### config.mk
export PLATFORM = sky130hd
export DESIGN_NAME = mem_stage
export DESIGN_NICKNAME = d
export VERILOG_FILES = /design/src/rtl/riscv_pkg.sv /design/src/rtl/mem_stage.sv
export SDC_FILE = /design/constraint.sdc
export NUM_CORES = 1
export LEC_CHECK = 0
export CORE_AREA = 5 5 144 146
export DETAILED_ROUTE_END_ITERATION = 8
export DIE_AREA = 0 0 149 151
export PLACE_DENSITY_LB_ADDON = 0.2
export SLEW_MARGIN = 20
export SYNTH_ARGS = -nofsm -noshare
export SYNTH_HDL_FRONTEND = slang
export SYNTH_SLANG_ARGS = --single-unit
### constraint.sdc
create_clock -name clk -period 2.6 [get_ports clk]
set_input_delay 0.39 -clock clk [delete_from_list [all_inputs] [get_ports clk]]
set_output_delay 0.39 -clock clk [all_outputs]
set_load 0.02 [all_outputs]
### src/rtl/riscv_pkg.sv
// ============================================================================
// Module  : riscv_pkg
// Brief   : Shared pipeline types: memory-stage FSM states, writeback selects.
// Revision: 1.0
// ============================================================================
`default_nettype none

package riscv_pkg;

    typedef enum logic [0:0] {
        IDLE = 1'b0,
        WAIT = 1'b1
    } mem_state_e;

    localparam logic [1:0] c_WB_ALU = 2'd0;
    localparam logic [1:0] c_WB_MEM = 2'd1;
    localparam logic [1:0] c_WB_PC4 = 2'd2;
    localparam logic [1:0] c_WB_IMM = 2'd3;

endpackage

`default_nettype wire

### src/rtl/mem_stage.sv
// ============================================================================
// Module  : mem_stage
// Brief   : Pipeline memory stage: data-memory handshake, timeout abort and
//           MEM/WB pipeline register.
// Revision: 1.0
// ============================================================================
`default_nettype none

module mem_stage
    import riscv_pkg::*;
#(
    parameter int TIMEOUT = 64
) (
    input  logic        clk,
    input  logic        rst,
    input  logic [31:0] EX_Alu_Result,
    input  logic [31:0] EX_Pc4,
    input  logic [31:0] EX_Imm,
    input  logic [31:0] EX_Wdata,
    input  logic [4:0]  EX_RegD,
    input  logic [1:0]  EX_WBsel,
    input  logic        EX_WReg,
    input  logic        EX_Rmem,
    input  logic        EX_Wmem,
    output logic        dmem_req,
    output logic        dmem_we,
    output logic [31:0] dmem_addr,
    output logic [31:0] dmem_wdata,
    input  logic        dmem_ready,
    input  logic        dmem_rvalid,
    input  logic [31:0] dmem_rdata,
    output logic        MEM_Stall,
    output logic [31:0] MEM_Alu_Result,
    output logic [31:0] MEM_Rdata,
    output logic [31:0] MEM_Pc4,
    output logic [31:0] MEM_Imm,
    output logic [4:0]  MEM_RegD,
    output logic [1:0]  MEM_WBsel,
    output logic        MEM_WReg,
    output logic        MEM_Err
);

    localparam int              CNT_W = $clog2(TIMEOUT + 1);
    localparam logic [CNT_W-1:0] c_TMO = CNT_W'(TIMEOUT);

    mem_state_e       r_state;
    mem_state_e       w_next_state;
    logic [CNT_W-1:0] r_cnt;
    logic [CNT_W-1:0] w_next_cnt;
    logic [CNT_W-1:0] w_cnt_inc;
    logic             w_mem_op;
    logic             w_legal;
    logic             w_illegal;
    logic             w_req;
    logic             w_stall;
    logic             w_err;
    logic             w_load_done;

    assign w_mem_op  = EX_Rmem | EX_Wmem;
    assign w_legal   = w_mem_op && (EX_Alu_Result[1:0] == 2'b00) && !(EX_Rmem && EX_Wmem);
    assign w_illegal = w_mem_op && !w_legal;
    assign w_cnt_inc = (r_cnt == c_TMO) ? r_cnt : r_cnt + CNT_W'(1);

    // Reset forces every combinational output to idle, overriding any pending op.
    always_comb begin
        w_next_state = r_state;
        w_next_cnt   = r_cnt;
        w_req        = 1'b0;
        w_stall      = 1'b0;
        w_err        = 1'b0;
        w_load_done  = 1'b0;
        if (!rst) begin
            unique case (r_state)
                IDLE: begin
                    if (w_legal) begin
                        if (r_cnt == c_TMO) begin
                            w_err      = 1'b1;
                            w_next_cnt = '0;
                        end else begin
                            w_req = 1'b1;
                            if (dmem_ready) begin
                                w_next_cnt = '0;
                                if (EX_Rmem) begin
                                    w_stall      = 1'b1;
                                    w_next_state = WAIT;
                                end
                            end else begin
                                w_stall    = 1'b1;
                                w_next_cnt = w_cnt_inc;
                            end
                        end
                    end else begin
                        w_err      = w_illegal;
                        w_next_cnt = '0;
                    end
                end
                WAIT: begin
                    if (dmem_rvalid) begin
                        w_load_done  = 1'b1;
                        w_next_state = IDLE;
                        w_next_cnt   = '0;
                    end else if (r_cnt == c_TMO) begin
                        w_err        = 1'b1;
                        w_next_state = IDLE;
                        w_next_cnt   = '0;
                    end else begin
                        w_stall    = 1'b1;
                        w_next_cnt = w_cnt_inc;
                    end
                end
                default: w_next_state = IDLE;
            endcase
        end
    end

    assign dmem_req   = w_req;
    assign dmem_we    = w_req & EX_Wmem;
    assign dmem_addr  = EX_Alu_Result;
    assign dmem_wdata = EX_Wdata;
    assign MEM_Stall  = w_stall;

    always_ff @(posedge clk) begin
        if (rst) begin
            r_state        <= IDLE;
            r_cnt          <= '0;
            MEM_Alu_Result <= '0;
            MEM_Rdata      <= '0;
            MEM_Pc4        <= '0;
            MEM_Imm        <= '0;
            MEM_RegD       <= '0;
            MEM_WBsel      <= '0;
            MEM_WReg       <= 1'b0;
            MEM_Err        <= 1'b0;
        end else begin
            r_state <= w_next_state;
            r_cnt   <= w_next_cnt;
            if (w_stall) begin
                MEM_Alu_Result <= '0;
                MEM_Rdata      <= '0;
                MEM_Pc4        <= '0;
                MEM_Imm        <= '0;
                MEM_RegD       <= '0;
                MEM_WBsel      <= '0;
                MEM_WReg       <= 1'b0;
                MEM_Err        <= 1'b0;
            end else begin
                MEM_Alu_Result <= EX_Alu_Result;
                MEM_Rdata      <= w_load_done ? dmem_rdata : 32'd0;
                MEM_Pc4        <= EX_Pc4;
                MEM_Imm        <= EX_Imm;
                MEM_RegD       <= EX_RegD;
                MEM_WBsel      <= EX_WBsel;
                MEM_WReg       <= EX_WReg & ~w_err;
                MEM_Err        <= w_err;
            end
        end
    end

endmodule

`default_nettype wire

## After elaboration in Yosys (flattened, before gate mapping)

Cells that the tools add are included.
Widths: inputs -> output; s select.

- Register bits: 145
- Input port bits: 174
- Output and inout port bits: 204
- Word-level logic and storage cells: 56

- Add/sub/neg operators: 1
- Eq/ne operators: 1
- Muxes and demuxes: 29
- Bitwise gates (word level): 6
- Reduce and logical (&&, ||, !) cells: 9

Operators by type and width:

| kind | number |
|---|---|
| $mux 7 | 5 |
| $mux 1 | 20 |
| $pmux 7 s2 | 1 |
| $add 7x1->7 const B | 1 |
| $eq 7x7->1 const B | 1 |
| $pmux 1 s2 | 3 |
| $logic_and 1x1->1 | 4 |
| $not 1->1 | 3 |
| $reduce_or 3->1 | 1 |
| $and 1x1->1 | 2 |
| $logic_not 1->1 | 2 |
| $logic_not 2->1 | 1 |
| $reduce_or 2->1 | 1 |
| $or 1x1->1 | 1 |

## Logic depth before layout (Yosys ltp)

Gate-level depths: netlist of run 1.

- Depth after elaboration: 10
- Gate-level depth with buffers: 8
- Gate-level depth less buffers: 6

## Worst setup path after synthesis of run 1

Ideal clock, no wire load.

- Path kind: input -> output
- From: input port EX_Alu_Result[1]
- To: output port MEM_Stall
- Data arrival time: 1.399 ns
- Data required time: 2.210 ns
- Slack: 0.811 ns
- Stages on the path: 4
- Buffers on the path: 0
- Cells stage by stage: or3_1 > nor2_1 > a21oi_1 > nor2b_1

- Word-level cells in the longest chain between the ends: 6

Ends and longest elaborated chain:

| element | line | source |
|---|---|---|
| from (decl) | mem_stage.sv:16 | `input logic [31:0] EX_Alu_Result,` |
| $logic_not 2->1 | mem_stage.sv:60 | `assign w_legal = w_mem_op && (EX_Alu_Result[1:0] == 2'b00) && !(EX_Rmem && EX_Wmem);` |
| $logic_and 1x1->1 (2 in a row) | mem_stage.sv:60 |  |
| $mux 1 | mem_stage.sv:75 | `if (w_legal) begin` |
| $pmux 1 s2 | mem_stage.sv:73 | `unique case (r_state)` |
| $mux 1 | mem_stage.sv:72 | `if (!rst) begin` |
| to (decl) | mem_stage.sv:32 | `output logic MEM_Stall,` |

Every way passes these cells.

## Worst setup path after layout of run 1

- From: register r_cnt[4]
- To: output port dmem_we

- Word-level cells in the longest chain between the ends: 6

Ends and longest elaborated chain:

| element | line | source |
|---|---|---|
| from (decl) | mem_stage.sv:48 | `logic [CNT_W-1:0] r_cnt;` |
| from (signal assigned) | mem_stage.sv:136 | `r_cnt <= w_next_cnt;` |
| $eq 7x7->1 | mem_stage.sv:76 | `if (r_cnt == c_TMO) begin` |
| $mux 1 | mem_stage.sv:76 |  |
| $mux 1 | mem_stage.sv:75 |  |
| $mux 1 | mem_stage.sv:73 |  |
| $mux 1 | mem_stage.sv:72 |  |
| $and 1x1->1 | mem_stage.sv:117 | `assign dmem_we = w_req & EX_Wmem;` |
| to (decl) | mem_stage.sv:26 | `output logic dmem_we,` |

Every way passes these cells.

==> flow_summary.yaml, run 1 <==
setup_path:
  endpoint: "dmem_we"
  reg2reg_setup_slack_ps: 650
  crit_required_ps: 2210
  rr_endpoint: "MEM_WReg"
  r2r_start: "r_cnt[4]"
  crit_start: "r_cnt[4]"
  critPathKind: "register to output port"
  arrival_ps: 2080
  crit_path_start_kind: "register"
  rr_worst_depth: 5
  worst_setup_path_end_kind: "output port"
  path_max_fanout: 5
placed_design:
  dp_cells: 918
  hpwl_mm: 11.69
  port_buffers: 313
  globalplace.congestion: 0.7398
layout:
  nFillCells: 1842
  stdcell_count: 950
  area_growth_pct: 76.43
  nets: 848
  drive_above_1_share_pct: 6.715
  antennaDiodeCount: 0
clock_network:
  cts-resized-gates: 3
  clockBufferDepth: 2
  clk_pin_slew_ps: 70
  postCtsSetupBuffers: 0
  htreeDepth: 4
  clk_latency_ps: 410
  cts.sinks: 145
  cts_tree: "done"
  cts_made_buffers: 17
  cts_hold_buf: 0
  cts-root-buf: "clkbuf_16"
sta:
  slew_headroom_pct: 65.00
  hold_viol: 0
  hold-worst-slack_ps: 471.4
  min_period_ps: 2474
  finalSetupViolations: 0
  max_freq_mhz: 404.1
  rsz0062_at_grt: "no"
  tightest_slew_ps: 521.5
  skew_ps: 12.00
  slew_violations: 0
  period_share_pct: 95.17
power_and_ir_drop:
  sequentialPowerShare_pct: 42.2
  p_leak_nw: 3.189
  p_total_mw: 5.623
  switching_share_pct: 25.19
  power.internal_mw: 4.207
  vdd_drop_max_mv: 0.3861
  p_clk_share_pct: 42.8
  power_density_nw_per_um2: 686.0
  combPwrFrac_pct: 15.1
  power_switching_mw: 1.416
logic_synthesis:
  synth_nets: 583
  synth_seq_cells: 145
  synth_warnings: 0
  seq_area_frac_synth_pct: 62.48
  yosysUniqueCellTypes: 28
  synth_cells: 407
  avgSynthCellArea_sq_um: 11.41
  syn_area_sq_um: 4646
status:
  status: "finished clean"
floorplanning:
  rows: 51
  die_x_um: 149
  fp.dieH_um: 151
  design.portCount: 378
  die_area_sq_um: 22500
  initial_core_util_pct: 24.11
  coreArea_sq_um: 19270
global_route:
  grt-ovfl-total: 0
  grt_pass1_vias: 3656
  track_usage_pct: 12.47
  antenna_found_initial: 0
  grt_max_degree: 59
  grt_pass1_wl_mm: 21.03
route:
  drtIter0Drc: 61
  vias: 3527
  routed_wl_mm: 14.84
  viasPerCell: 3.713
  drc: 0
  drt.antenna.violating_nets: 0
  wl_per_cell_um: 15.62
  first_pass_iters: 4
job:
  maxCapViolations: 0
worst_hold_path:
  hold_path.class: "register to register"
flip-flops by register name, indices dropped and copies added, names as in the netlist:
name            cells
r_cnt               7
MEM_Err             1
MEM_WReg            1
MEM_Imm            32
MEM_Rdata          32
MEM_RegD            5
r_state             1
MEM_WBsel           2
MEM_Pc4            32
MEM_Alu_Result     32
Yosys cell counts:
cell type / count / area [sq um]
xnor2_1: 4 / 35.03
or3_1: 1 / 6.260
ha_1: 2 / 25.02
o32ai_1: 1 / 8.760
nor2b_1: 3 / 18.77
dfxtp_1: 145 / 2903
and2_1: 136 / 850.8
o21ai_1: 1 / 5.000
o31ai_2: 1 / 12.51
nor2_1: 10 / 37.54
and3_1: 2 / 12.51
xor2_1: 2 / 17.52
nand3b_1: 1 / 7.510
or4_4: 1 / 11.26
nand2b_1: 1 / 6.260
clkbuf_1: 7 / 26.28
buf_6: 7 / 78.83
a31oi_1: 1 / 6.260
a21oi_1: 2 / 10.01
nand3_1: 2 / 10.01
o32a_1: 1 / 10.01
inv_1: 3 / 11.26
nor3_1: 3 / 15.01
buf_4: 64 / 480.5
and3b_1: 1 / 8.760
nand2_1: 3 / 11.26
o21ba_2: 1 / 10.01
o311a_1: 1 / 10.01
power groups by stage:
| stage | registers [mW] | logic [mW] | clock network, mW |
|---|---|---|---|
| after CTS | 2.37 | 0.863 | 2.49 |
| after floorplan | 2.57 | 0.271 | 0 |
| after global routing | 2.38 | 0.898 | 2.59 |
| after global placement | 2.42 | 0.856 | 0 |
| final | 2.37 | 0.847 | 2.41 |
| after detailed placement | 2.42 | 0.859 | 0 |
critical path, stage by stage (launching register included):
cell           delay [ps]
dfxtp_1               350
or4_4                 570
o21ba_2               250
and3_1                190
dlygate4sd2_1         320
layout by cell type (no fill, tap or decap), drive strengths merged, types with 4 or more instances in the layout:
cell           netlist  routed
dfxtp              145     145
clkdlybuf4s50        0     310
clkinvlp             0       5
inv                  3      11
nor2                10      10
and2               136     136
xnor2                4       4
clkbuf               7      18
buf                 71      11
metrics by stage:
stage	utilization [%]	instance area (sq um)	setup TNS [ps]	worst slack (ps)
6_report	42.53	8197	0	125.6
5_1_grt	42.53	8197	0	54.59
4_1_cts	42.53	8197	0	87.95
3_5_place_dp	39.52	7616	-111.7	-72.01
3_3_place_gp	39.52	7616	-243.7	-124.7
2_1_floorplan	-	4646	0	810.7
layer usage:
layer / global-route usage [%] / vias to the layer above / wire length [um]
met3: 5.296 / 46 / 1470
met2: 21.86 / 182 / 7537
li1: - / 1722 / -
met4: 6.957 / 0 / 590
met5: 0 / - / 0
met1: 12.47 / 1577 / 5242
worst min-delay path by stage:
stage,start,end,cells past startpoint
finish,r_cnt[0],r_cnt[0],1
global route,r_cnt[0],r_cnt[0],1
CTS,r_cnt[0],r_cnt[0],1
detailed placement,r_cnt[0],r_cnt[0],1
global placement,r_cnt[0],r_cnt[0],1
floorplan,r_cnt[0],r_cnt[0],1
cell families after synthesis:
| logic type | count (synthesis) | share of synthesized area (%) |
|---|---|---|
| compound gates | 9 | 1.562 |
| xor+xnor | 6 | 1.131 |
| fa+ha+maj | 2 | 0.5386 |
| buf+inv | 81 | 12.85 |
| flops | 145 | 62.48 |
| simple gates | 164 | 21.44 |
cell type report:
type                    instances  area, sq um  share of cell area [%]
inverters                       3        11.26                  0.1374
clock buffers                  18        439.2                   5.358
flip-flops and latches        145         2903                   35.41
multi-input cells             181         1155                   14.09
clock inverters                14        145.1                   1.771
repair buffers                324         3212                   39.18
well taps                     265        331.6                   4.045
(Power assumes the default switching activity.)
==> run 2, diff against run 1 <==
- CORE_AREA: 5 5 144 146 -> 2 2 145 147
- CTS_CLUSTER_DIAMETER: not set -> 200
- DIE_AREA: 0 0 149 151 -> 0 0 147 149
==> flow_summary.yaml, run 2 (synthesis gave the netlist of run 1 again) <==
status:
  status: "finished clean"
sta:
  hold-worst-slack_ps: 461.8
  period_share_pct: 94.88
  slew_violations: 0
  fin_setup_tns_ps: 0
  hold_viol: 0
  slew_headroom_pct: 67.21
  min_period_ps: 2467
  finalSetupViolations: 0
  max_freq_mhz: 405.4
  rsz0062_at_grt: "no"
  timing.final.ws_setup_ps: 133.1
  skew_ps: 8.201
  tightest_slew_ps: 488.5
route:
  viasPerCell: 3.681
  drc: 0
  vias: 3523
  wl_per_cell_um: 14.31
  first_pass_iters: 4
  drt.antenna.violating_nets: 0
  routed_wl_mm: 13.70
  drtIter0Drc: 55
floorplanning:
  coreArea_sq_um: 20560
  die_x_um: 147
  die_area_sq_um: 21900
  rows: 53
  initial_core_util_pct: 22.60
  design.portCount: 378
  fp.dieH_um: 149
placed_design:
  place_area_sq_um: 7621
  hpwl_mm: 10.51
  port_buffers: 313
  globalplace.congestion: 0.7320
  post-place-ws_ps: 45.97
layout:
  nets: 846
  nFillCells: 1990
  design_area_sq_um: 8220
  multi_input_area_sq_um: 1155
  layout_common_cells: "310 x clkdlybuf4s50_1, 145 x dfxtp_1, 136 x and2_1, 17 x clkbuf_16"
  antennaDiodeCount: 0
  drive_above_1_share_pct: 6.598
  ff_latch_area_sq_um: 2903
  final_common_cell: "clkdlybuf4s50_1"
  area_growth_pct: 76.95
setup_path:
  crit_path_start_kind: "register"
  crit_buf_inv: 1
  crit_required_ps: 2210
  arrival_ps: 2080
  crit_slowest_cell: "or4_4"
  path_cells: "or4_4, o21ba_2, and3_1, dlygate4sd2_1"
  critPathKind: "register to output port"
  slowest_delay_ps: 570
  critical-path-top-delay-family: "simple AND/OR/NAND/NOR gates"
  path_max_fanout: 5
  worst_setup_path_end_kind: "output port"
global_route:
  grt-ovfl-total: 0
  grt_pass1_wl_mm: 20.06
  antenna_found_initial: 0
  grt_pass1_vias: 3585
  grt_max_degree: 68
  track_usage_pct: 12.09
clock_network:
  cts_made_buffers: 17
  clockBufferDepth: 2
  cts-root-buf: "clkbuf_16"
  clk_pin_slew_ps: 60
  cts.sinks: 145
  htreeDepth: 4
  cts_tree: "done"
  cts_hold_buf: 0
  clk_latency_ps: 410
job:
  maxCapViolations: 0
worst_hold_path:
  hold_path.class: "register to register"
power_and_ir_drop:
  sequentialPowerShare_pct: 41.5
  power_density_nw_per_um2: 695.1
  p_clk_share_pct: 43.7
  vdd_drop_max_mv: 0.3815
  combPwrFrac_pct: 14.8
  p_leak_nw: 3.203
  power.internal_mw: 4.366
  switching_share_pct: 23.59
  power_switching_mw: 1.348
## run 2: final cells by class
cell class / count / area share, %
inverters: 3 / 0.1370
clock inverters: 13 / 1.963
multi-input cells: 181 / 14.05
repair buffers: 322 / 39.01
well taps: 275 / 4.186
clock buffers: 18 / 5.342
flip-flops and latches: 145 / 35.31
## run 2: worst paths after layout
| kind | startpoint | end | slack [ps] | cells after the start |
|---|---|---|---|---|
| worst max-delay path | r_cnt[4] | dmem_we | 130 | 4 |
| worst min-delay path | r_cnt[0] | r_cnt[0] | 460 | 1 |
| worst max register to register | r_cnt[4] | MEM_Alu_Result[21] | 770 | 5 |
| worst min register to register | r_cnt[0] | r_cnt[0] | 460 | 1 |
## run 2: metrics by stage
| stage | power [mW] | utilization (%) | std cells |
|---|---|---|---|
| final | 5.714 | 39.99 | 957 |
| after global routing | 5.964 | 39.99 | 957 |
| after CTS | 5.830 | 39.99 | 957 |
| after detailed placement | 3.277 | 37.07 | 926 |
| after global placement | 3.272 | 37.07 | 926 |
| after floorplan | 2.844 | - | 407 |
## run 2: repair_timing
item                                    in CTS  in global routing
setup buffers                                0                  0
endpoints found under the setup margin       1                  0
resized for setup                            1                  0
## run 2: power groups by stage
stage / clock, mW / combinational, mW / sequential, mW
after floorplan: 0 / 0.271 / 2.57
after global placement: 0 / 0.851 / 2.42
after detailed placement: 0 / 0.853 / 2.42
after CTS: 2.60 / 0.858 / 2.37
after global routing: 2.69 / 0.893 / 2.38
final: 2.50 / 0.844 / 2.37
## run 2: layer usage
| metal | vias up | routed length (um) | track usage [%] |
|---|---|---|---|
| li1 | 1714 | - | - |
| met1 | 1585 | 5292 | 13.34 |
| met2 | 181 | 6855 | 20.59 |
| met3 | 43 | 1034 | 3.547 |
| met4 | 0 | 518 | 7.500 |
| met5 | - | 0 | 0 |
